==> config.mk <==
export PLATFORM = sky130hd
export DESIGN_NAME = sle_sipo_collector_flat
export DESIGN_NICKNAME = d
export VERILOG_FILES = /design/src/rtl/sle_sipo_if.sv /design/src/rtl/sle_sipo_collector.sv /design/src/flat_wrapper.sv
export SDC_FILE = /design/constraint.sdc
export NUM_CORES = 1
export LEC_CHECK = 0
export BUFFER_PORTS_ARGS = -buffer_cell sky130_fd_sc_hd__buf_2
export CAP_MARGIN = 40
export CORE_MARGIN = 2
export CORE_UTILIZATION = 35
export CTS_BUF_LIST = sky130_fd_sc_hd__clkbuf_8
export DETAILED_ROUTE_END_ITERATION = 8
export PLACE_DENSITY = 0.67
export SLEW_MARGIN = 20
export SYNTH_ARGS = -nofsm -noshare
export SYNTH_HDL_FRONTEND = slang
export SYNTH_SLANG_ARGS = --single-unit
==> constraint.sdc <==
create_clock -name clk -period 2.3 [get_ports clk]
set_input_delay 0.575 -clock clk [delete_from_list [all_inputs] [get_ports clk]]
set_output_delay 0.575 -clock clk [all_outputs]
set_load 0.01 [all_outputs]
==> src/rtl/sle_sipo_if.sv <==
// Bit-stream and word-buffer signals between the SLE bit source, the
// SIPO collector and the word consumer.
interface sle_sipo_if #(
  parameter int WIDTH = 8,
  parameter int CNT_W = 8
);
  localparam int BW = $clog2(WIDTH);

  // Handshake: a bit transfers on a rising edge where en & in_ready are both
  // high; a word transfers on a rising edge where dout_valid & out_ready are
  // both high. in_ready may depend combinationally on out_ready; dout and
  // dout_valid never change while dout_valid=1 and out_ready=0.
  logic             din;
  logic             en;
  logic             in_ready;
  logic [WIDTH-1:0] dout;
  logic             dout_valid;
  logic             out_ready;
  logic [BW-1:0]    bit_cnt;
  logic [CNT_W-1:0] word_cnt;

  modport slave (
    input  din, en, out_ready,
    output in_ready, dout, dout_valid, bit_cnt, word_cnt
  );

  modport master (
    output din, en, out_ready,
    input  in_ready, dout, dout_valid, bit_cnt, word_cnt
  );
endinterface

==> src/rtl/sle_sipo_collector.sv <==
// Serial-in parallel-out collector for the SLE q bit: assembles WIDTH-bit
// words into a one-entry output buffer with valid/ready flow control.
module sle_sipo_collector #(
  parameter int WIDTH     = 8,
  parameter bit MSB_FIRST = 1'b1,
  parameter int CNT_W     = 8
) (
  input logic      clk,
  input logic      aln,
  input logic      sln,
  sle_sipo_if.slave bus
);
  localparam int            BW       = $clog2(WIDTH);
  localparam logic [BW-1:0] LAST_IDX = BW'(WIDTH - 1);

  logic [WIDTH-1:0] r_sreg;
  logic [WIDTH-1:0] r_dout;
  logic             r_dout_valid;
  logic [BW-1:0]    r_bit_cnt;
  logic [CNT_W-1:0] r_word_cnt;

  logic             w_at_last;
  logic             w_in_ready;
  logic             w_accept;
  logic             w_last;
  logic             w_consume;
  logic [WIDTH-1:0] w_sreg_next;

  // Only the word-completing bit has to wait for the buffer; partial bits
  // keep flowing into the shift register while the consumer stalls.
  assign w_at_last  = (r_bit_cnt == LAST_IDX);
  assign w_in_ready = ~(r_dout_valid & ~bus.out_ready & w_at_last);
  assign w_accept   = bus.en & w_in_ready;
  assign w_last     = w_accept & w_at_last;
  assign w_consume  = r_dout_valid & bus.out_ready;

  always_comb begin
    w_sreg_next = r_sreg;
    if (MSB_FIRST) begin
      w_sreg_next = {r_sreg[WIDTH-2:0], bus.din};
    end else begin
      w_sreg_next = {bus.din, r_sreg[WIDTH-1:1]};
    end
  end

  always_ff @(posedge clk or negedge aln) begin
    if (!aln) begin
      r_sreg       <= '0;
      r_dout       <= '0;
      r_dout_valid <= 1'b0;
      r_bit_cnt    <= '0;
      r_word_cnt   <= '0;
    end else if (!sln) begin
      // Clear drops buffered and partial data but keeps the delivery count.
      r_sreg       <= '0;
      r_dout       <= '0;
      r_dout_valid <= 1'b0;
      r_bit_cnt    <= '0;
    end else begin
      if (w_accept) begin
        r_sreg    <= w_sreg_next;
        r_bit_cnt <= w_last ? '0 : r_bit_cnt + BW'(1);
      end
      if (w_last) begin
        r_dout       <= w_sreg_next;
        r_dout_valid <= 1'b1;
      end else if (w_consume) begin
        r_dout_valid <= 1'b0;
      end
      if (w_consume) begin
        r_word_cnt <= r_word_cnt + CNT_W'(1);
      end
    end
  end

  assign bus.in_ready   = w_in_ready;
  assign bus.dout       = r_dout;
  assign bus.dout_valid = r_dout_valid;
  assign bus.bit_cnt    = r_bit_cnt;
  assign bus.word_cnt   = r_word_cnt;
endmodule

==> src/flat_wrapper.sv <==
// flat-port wrapper written by rule: the top's interface ports become plain ports
module sle_sipo_collector_flat 
#(
  parameter int WIDTH     = 8,
  parameter bit MSB_FIRST = 1'b1,
  parameter int CNT_W     = 8
)
  (clk, aln, sln, bus_din, bus_en, bus_out_ready, bus_in_ready, bus_dout, bus_dout_valid, bus_bit_cnt, bus_word_cnt);
  sle_sipo_if #(.WIDTH(WIDTH), .CNT_W(CNT_W)) bus_i ();
  input logic clk;
  input logic aln;
  input logic sln;
  input wire logic [$bits(bus_i.din)-1:0] bus_din;
  input wire logic [$bits(bus_i.en)-1:0] bus_en;
  input wire logic [$bits(bus_i.out_ready)-1:0] bus_out_ready;
  output wire logic [$bits(bus_i.in_ready)-1:0] bus_in_ready;
  output wire logic [$bits(bus_i.dout)-1:0] bus_dout;
  output wire logic [$bits(bus_i.dout_valid)-1:0] bus_dout_valid;
  output wire logic [$bits(bus_i.bit_cnt)-1:0] bus_bit_cnt;
  output wire logic [$bits(bus_i.word_cnt)-1:0] bus_word_cnt;
  assign bus_i.din = bus_din;
  assign bus_i.en = bus_en;
  assign bus_i.out_ready = bus_out_ready;
  assign bus_in_ready = bus_i.in_ready;
  assign bus_dout = bus_i.dout;
  assign bus_dout_valid = bus_i.dout_valid;
  assign bus_bit_cnt = bus_i.bit_cnt;
  assign bus_word_cnt = bus_i.word_cnt;
  sle_sipo_collector #(.WIDTH(WIDTH), .MSB_FIRST(MSB_FIRST), .CNT_W(CNT_W)) u_core (.clk(clk), .aln(aln), .sln(sln), .bus(bus_i));
endmodule
Word-level counts from Yosys, hierarchy flattened
Index checks and enable logic that the tools add are counted.

Flip-flop bits (word level): 27. Input port bits: 6. Output and inout port bits: 21. Logic and storage cells: 29.

$add $sub $neg: 2. Equal/unequal tests: 4. Multiplexer cells: 10. Bitwise logic cells: 7. Reductions and logical operators: 1.

Operators by type and width (count): $mux W8 (2); $mux W7 (2); $mux W3 (3); $add A8 B1 Y8 const B (1); $and A1 B1 Y1 (5); $ne A2 B1 Y1 const B (2); $add A3 B1 Y3 const B (1); $eq A3 B3 Y1 const B (1); $mux W1 (3); $ne A3 B1 Y1 const B (1); $not A1 Y1 (2); $reduce_and A2 Y1 (1).

Logic depth before layout (Yosys ltp)
Word-level depth: 9. Mapped depth: 7.

Worst setup path after synthesis
Ideal clock, no wire load.

Kind: register to output. Start: register u_core.r_bit_cnt[0] (netlist: u_core.bus.bit_cnt[0]). End: output port bus_in_ready. Arrival: 1.274 ns. Path slack: 0.451 ns. Stages on the path, launching flop included: 6. Path buffers: 1. Cell sequence: dfrtp_1 ha_1 ha_1 and3b_1 buf_2 inv_2.

Cells in the longest elaborated chain, start to end: 3.

RTL lines: start: declaration (RTL line sle_sipo_collector.sv:19) `logic [BW-1:0] r_bit_cnt;`; start signal: assignment (RTL line sle_sipo_collector.sv:62) `r_bit_cnt <= w_last ? '0 : r_bit_cnt + BW'(1);`; $eq A3 B3 Y1 (RTL line sle_sipo_collector.sv:31) `assign w_at_last = (r_bit_cnt == LAST_IDX);`; $and A1 B1 Y1 (RTL line sle_sipo_collector.sv:32) `assign w_in_ready = ~(r_dout_valid & ~bus.out_ready & w_at_last);`; $not A1 Y1 (RTL line sle_sipo_collector.sv:32); end: declaration (RTL line flat_wrapper.sv:16) `output wire logic [$bits(bus_i.in_ready)-1:0] bus_in_ready;`.

Every way passes these cells.

Worst setup path in the final report
Same ends and word-level chain as after synthesis.

==> reports/results.txt <==
Switch Pwr = 168.7 uW
overall power = 777.8 uW
status = complete, no violations
# diodes = 0
drt pass-1 iters = 4
CTS buffer count = 3
PD cells = 548.7 nW/um^2
final period utilization = 94.27%
largest net degree at the start of global routing = 28
Setup crit start kind = register
Post-synth ARST share = 100.0%
number of global-route vias before repair = 1043
# clock sinks = 27
Area Growth Syn to Fin = 17.90%
crit-path cells = ha_1, ha_1, and3b_1, inv_2, buf_2
DRC = 0
initial core utilization = 36.32%
initial antenna violation count = 0
clock buffer depth = 2
WS Path Type = register to output port
Row Count = 21
Yosys cell types = 23
Worst EP required = 1730 ps
max-cap violations = 0
largest cells by area after synthesis = dfrtp_1 (56%), nand3_1 (7.9%), a21oi_1 (7.5%)
Synth Register Bits = 27
Max Transition Viols Final = 0
htree depth = 1
Net Sw Frac = 21.69%
vias = 988
Arr. time, crit path = 1590 ps
Clk Latency, worst-skew pair = 260 ps
Synth warnings = 0
Seq pwr share = 62.0%
drt first-iter violations = 62
Comb pwr share = 5.0%
worst path bufs/invs = 2
IO Pins = 27
Int Power = 609.1 uW
routing usage on met2 = 24.87%
Hold Path Class = primary input to async pin
first-pass GRT wire length = 4.595 mm
Overflow after GRT = 0
sequential cell area fraction in the yosys report = 56.19%
crit path capture type = output port
Slew @ Worst Pin = 607.2 ps
slowest CP cell = dfrtp_1
cell family with the largest share of critical-path delay = adder cells
Crit path largest cell delay = 410 ps
Post-Syn Instances = 121
fmax = 461.2 MHz
top-count cell post-synth = dfrtp_1
top_reg_cell synth = dfrtp_1
CTS tree = built
HPWL Detailed = 1.860 mm
Worst-path clk slew = 90 ps
clock network fraction of total power = 33.0%
Buffers on Ports = 26
met3 GRT Util = 4.324%
core region area = 3311 um^2
DR WL/cell = 13.15 um
layout cell share with drive strength beyond 1 = 21.92%
total negative slack = 0 ps
Syn Nets = 130
Detail Route Antenna Nets = 0
CTS root buf = clkbuf_8
GP Congestion = 0.7991
Rel. slew slack = 59.52%
Avg Synthesized Cell Area = 9.937 um^2
final setup vio count = 0
die width = 62.61 um
CP max FO = 10
clk_skew = 1.668 ps
vias per cell = 5.146
cell seen most often among critical-path stages = ha_1
Synth area leader = dfrtp_1
nets@finish = 156
Post-synth EDFFs = 0
Die H = 62.61 um
final hold vios = 0
unrepaired setup endpoints after global routing = no
gr usage total = 14.18%
drt total wl = 2.524 mm
Die ar. = 3920 um^2
fin crit period = 2168 ps
Worst VDD drop = 330.7 uV
Post-CTS Hold Fix Bufs = 0
Post-CTS Resized = 0
GRT Max-Usage Layer = met2
# Post-CTS Setup Buffers = 0
top post-synthesis cells by count = dfrtp_1 (27), nand3_1 (19), a21oi_1 (18), o21ai_0 (18), nand2_1 (6)
LEAKAGE = 0.6988 nW
post-layout util = 42.82%
FILL cells = 356
met1 usage = 17.36%
Post-Syn Area = 1202 um^2
share of the synthesized area in the top cell type = 56.19%
[power by group through the flow]
stage | logic (mW) | clock network (mW) | registers [mW]
2_1_floorplan | 0.0176 | 0 | 0.492
5_1_grt | 0.0442 | 0.288 | 0.483
6_report | 0.0388 | 0.257 | 0.483
3_3_place_gp | 0.0383 | 0 | 0.491
4_1_cts | 0.0403 | 0.270 | 0.482
3_5_place_dp | 0.0403 | 0 | 0.492
[final cells by class]
type,instances,area (um^2),area share [%]
flip-flops and latches,27,675.6,47.66
multi-input cells,85,490.5,34.60
repair buffers,27,137.6,9.709
well taps,46,57.56,4.060
clock buffers,3,41.29,2.913
inverters,3,11.26,0.7944
clock inverters,1,3.754,0.2648
[layer usage]
| metal | share of wire, % | vias up |
|---|---|---|
| met5 | 0 | - |
| met4 | 0.24 | 0 |
| met3 | 5.8 | 2 |
| met2 | 51 | 33 |
| met1 | 43 | 473 |
| li1 | - | 480 |
[cells by family after synthesis]
kind of cell | after synthesis | synth area share [%]
AOI/OAI and AO/OA | 37 | 16.23
xor gates and xnor gates | 7 | 5.099
adders and majority gates | 3 | 3.122
buffers and inverters | 9 | 3.016
DFF | 27 | 56.19
and+or+nand+nor | 38 | 16.34
[registers in the layout, indices dropped and copies added (netlist names)]
register               cells
u_core.bus.bit_cnt         3
u_core.bus.dout            8
u_core.bus.dout_valid      1
u_core.bus.word_cnt        8
u_core.r_sreg              7
[metrics by stage]
stage	hold WS [ps]	std cells	cell area, um^2	worst slack [ps]
after floorplan	279.4	121	1202	451.1
after global placement	452.9	188	1373	467.1
after detailed placement	460.4	188	1373	449.8
after CTS	327.2	192	1418	131.2
after global routing	347.7	192	1418	44.15
final	308.0	192	1418	131.7
[final timing paths]
path | start | endpoint | slack (ps) | cells after the start
min in group clk | u_core.bus.word_cnt[7]$_DFFE_PN0P_ | u_core.bus.word_cnt[7]$_DFFE_PN0P_ | 470 | 1
hold reg to reg | u_core.bus.word_cnt[7]$_DFFE_PN0P_ | u_core.bus.word_cnt[7]$_DFFE_PN0P_ | 470 | 1
hold / removal | aln | u_core.bus.word_cnt[3]$_DFFE_PN0P_ | 310 | 1
setup / recovery | u_core.bus.bit_cnt[0]$_DFFE_PN0P_ | bus_in_ready | 130 | 5
setup reg to reg | u_core.bus.bit_cnt[0]$_DFFE_PN0P_ | u_core.bus.bit_cnt[0]$_DFFE_PN0P_ | 450 | 6
max in group asynchronous | aln | u_core.r_sreg[1]$_DFFE_PN0P_ | 1600 | 1
[cell usage in the layout, fill, tap and decap left out, drive strengths merged, types with 4 or more instances in the layout]
master	count
nand2	6
buf	27
o21ai	18
nand3	19
dfrtp	27
a21oi	18
xnor2	4
Note: power is estimated with default switching activity, not from simulation.
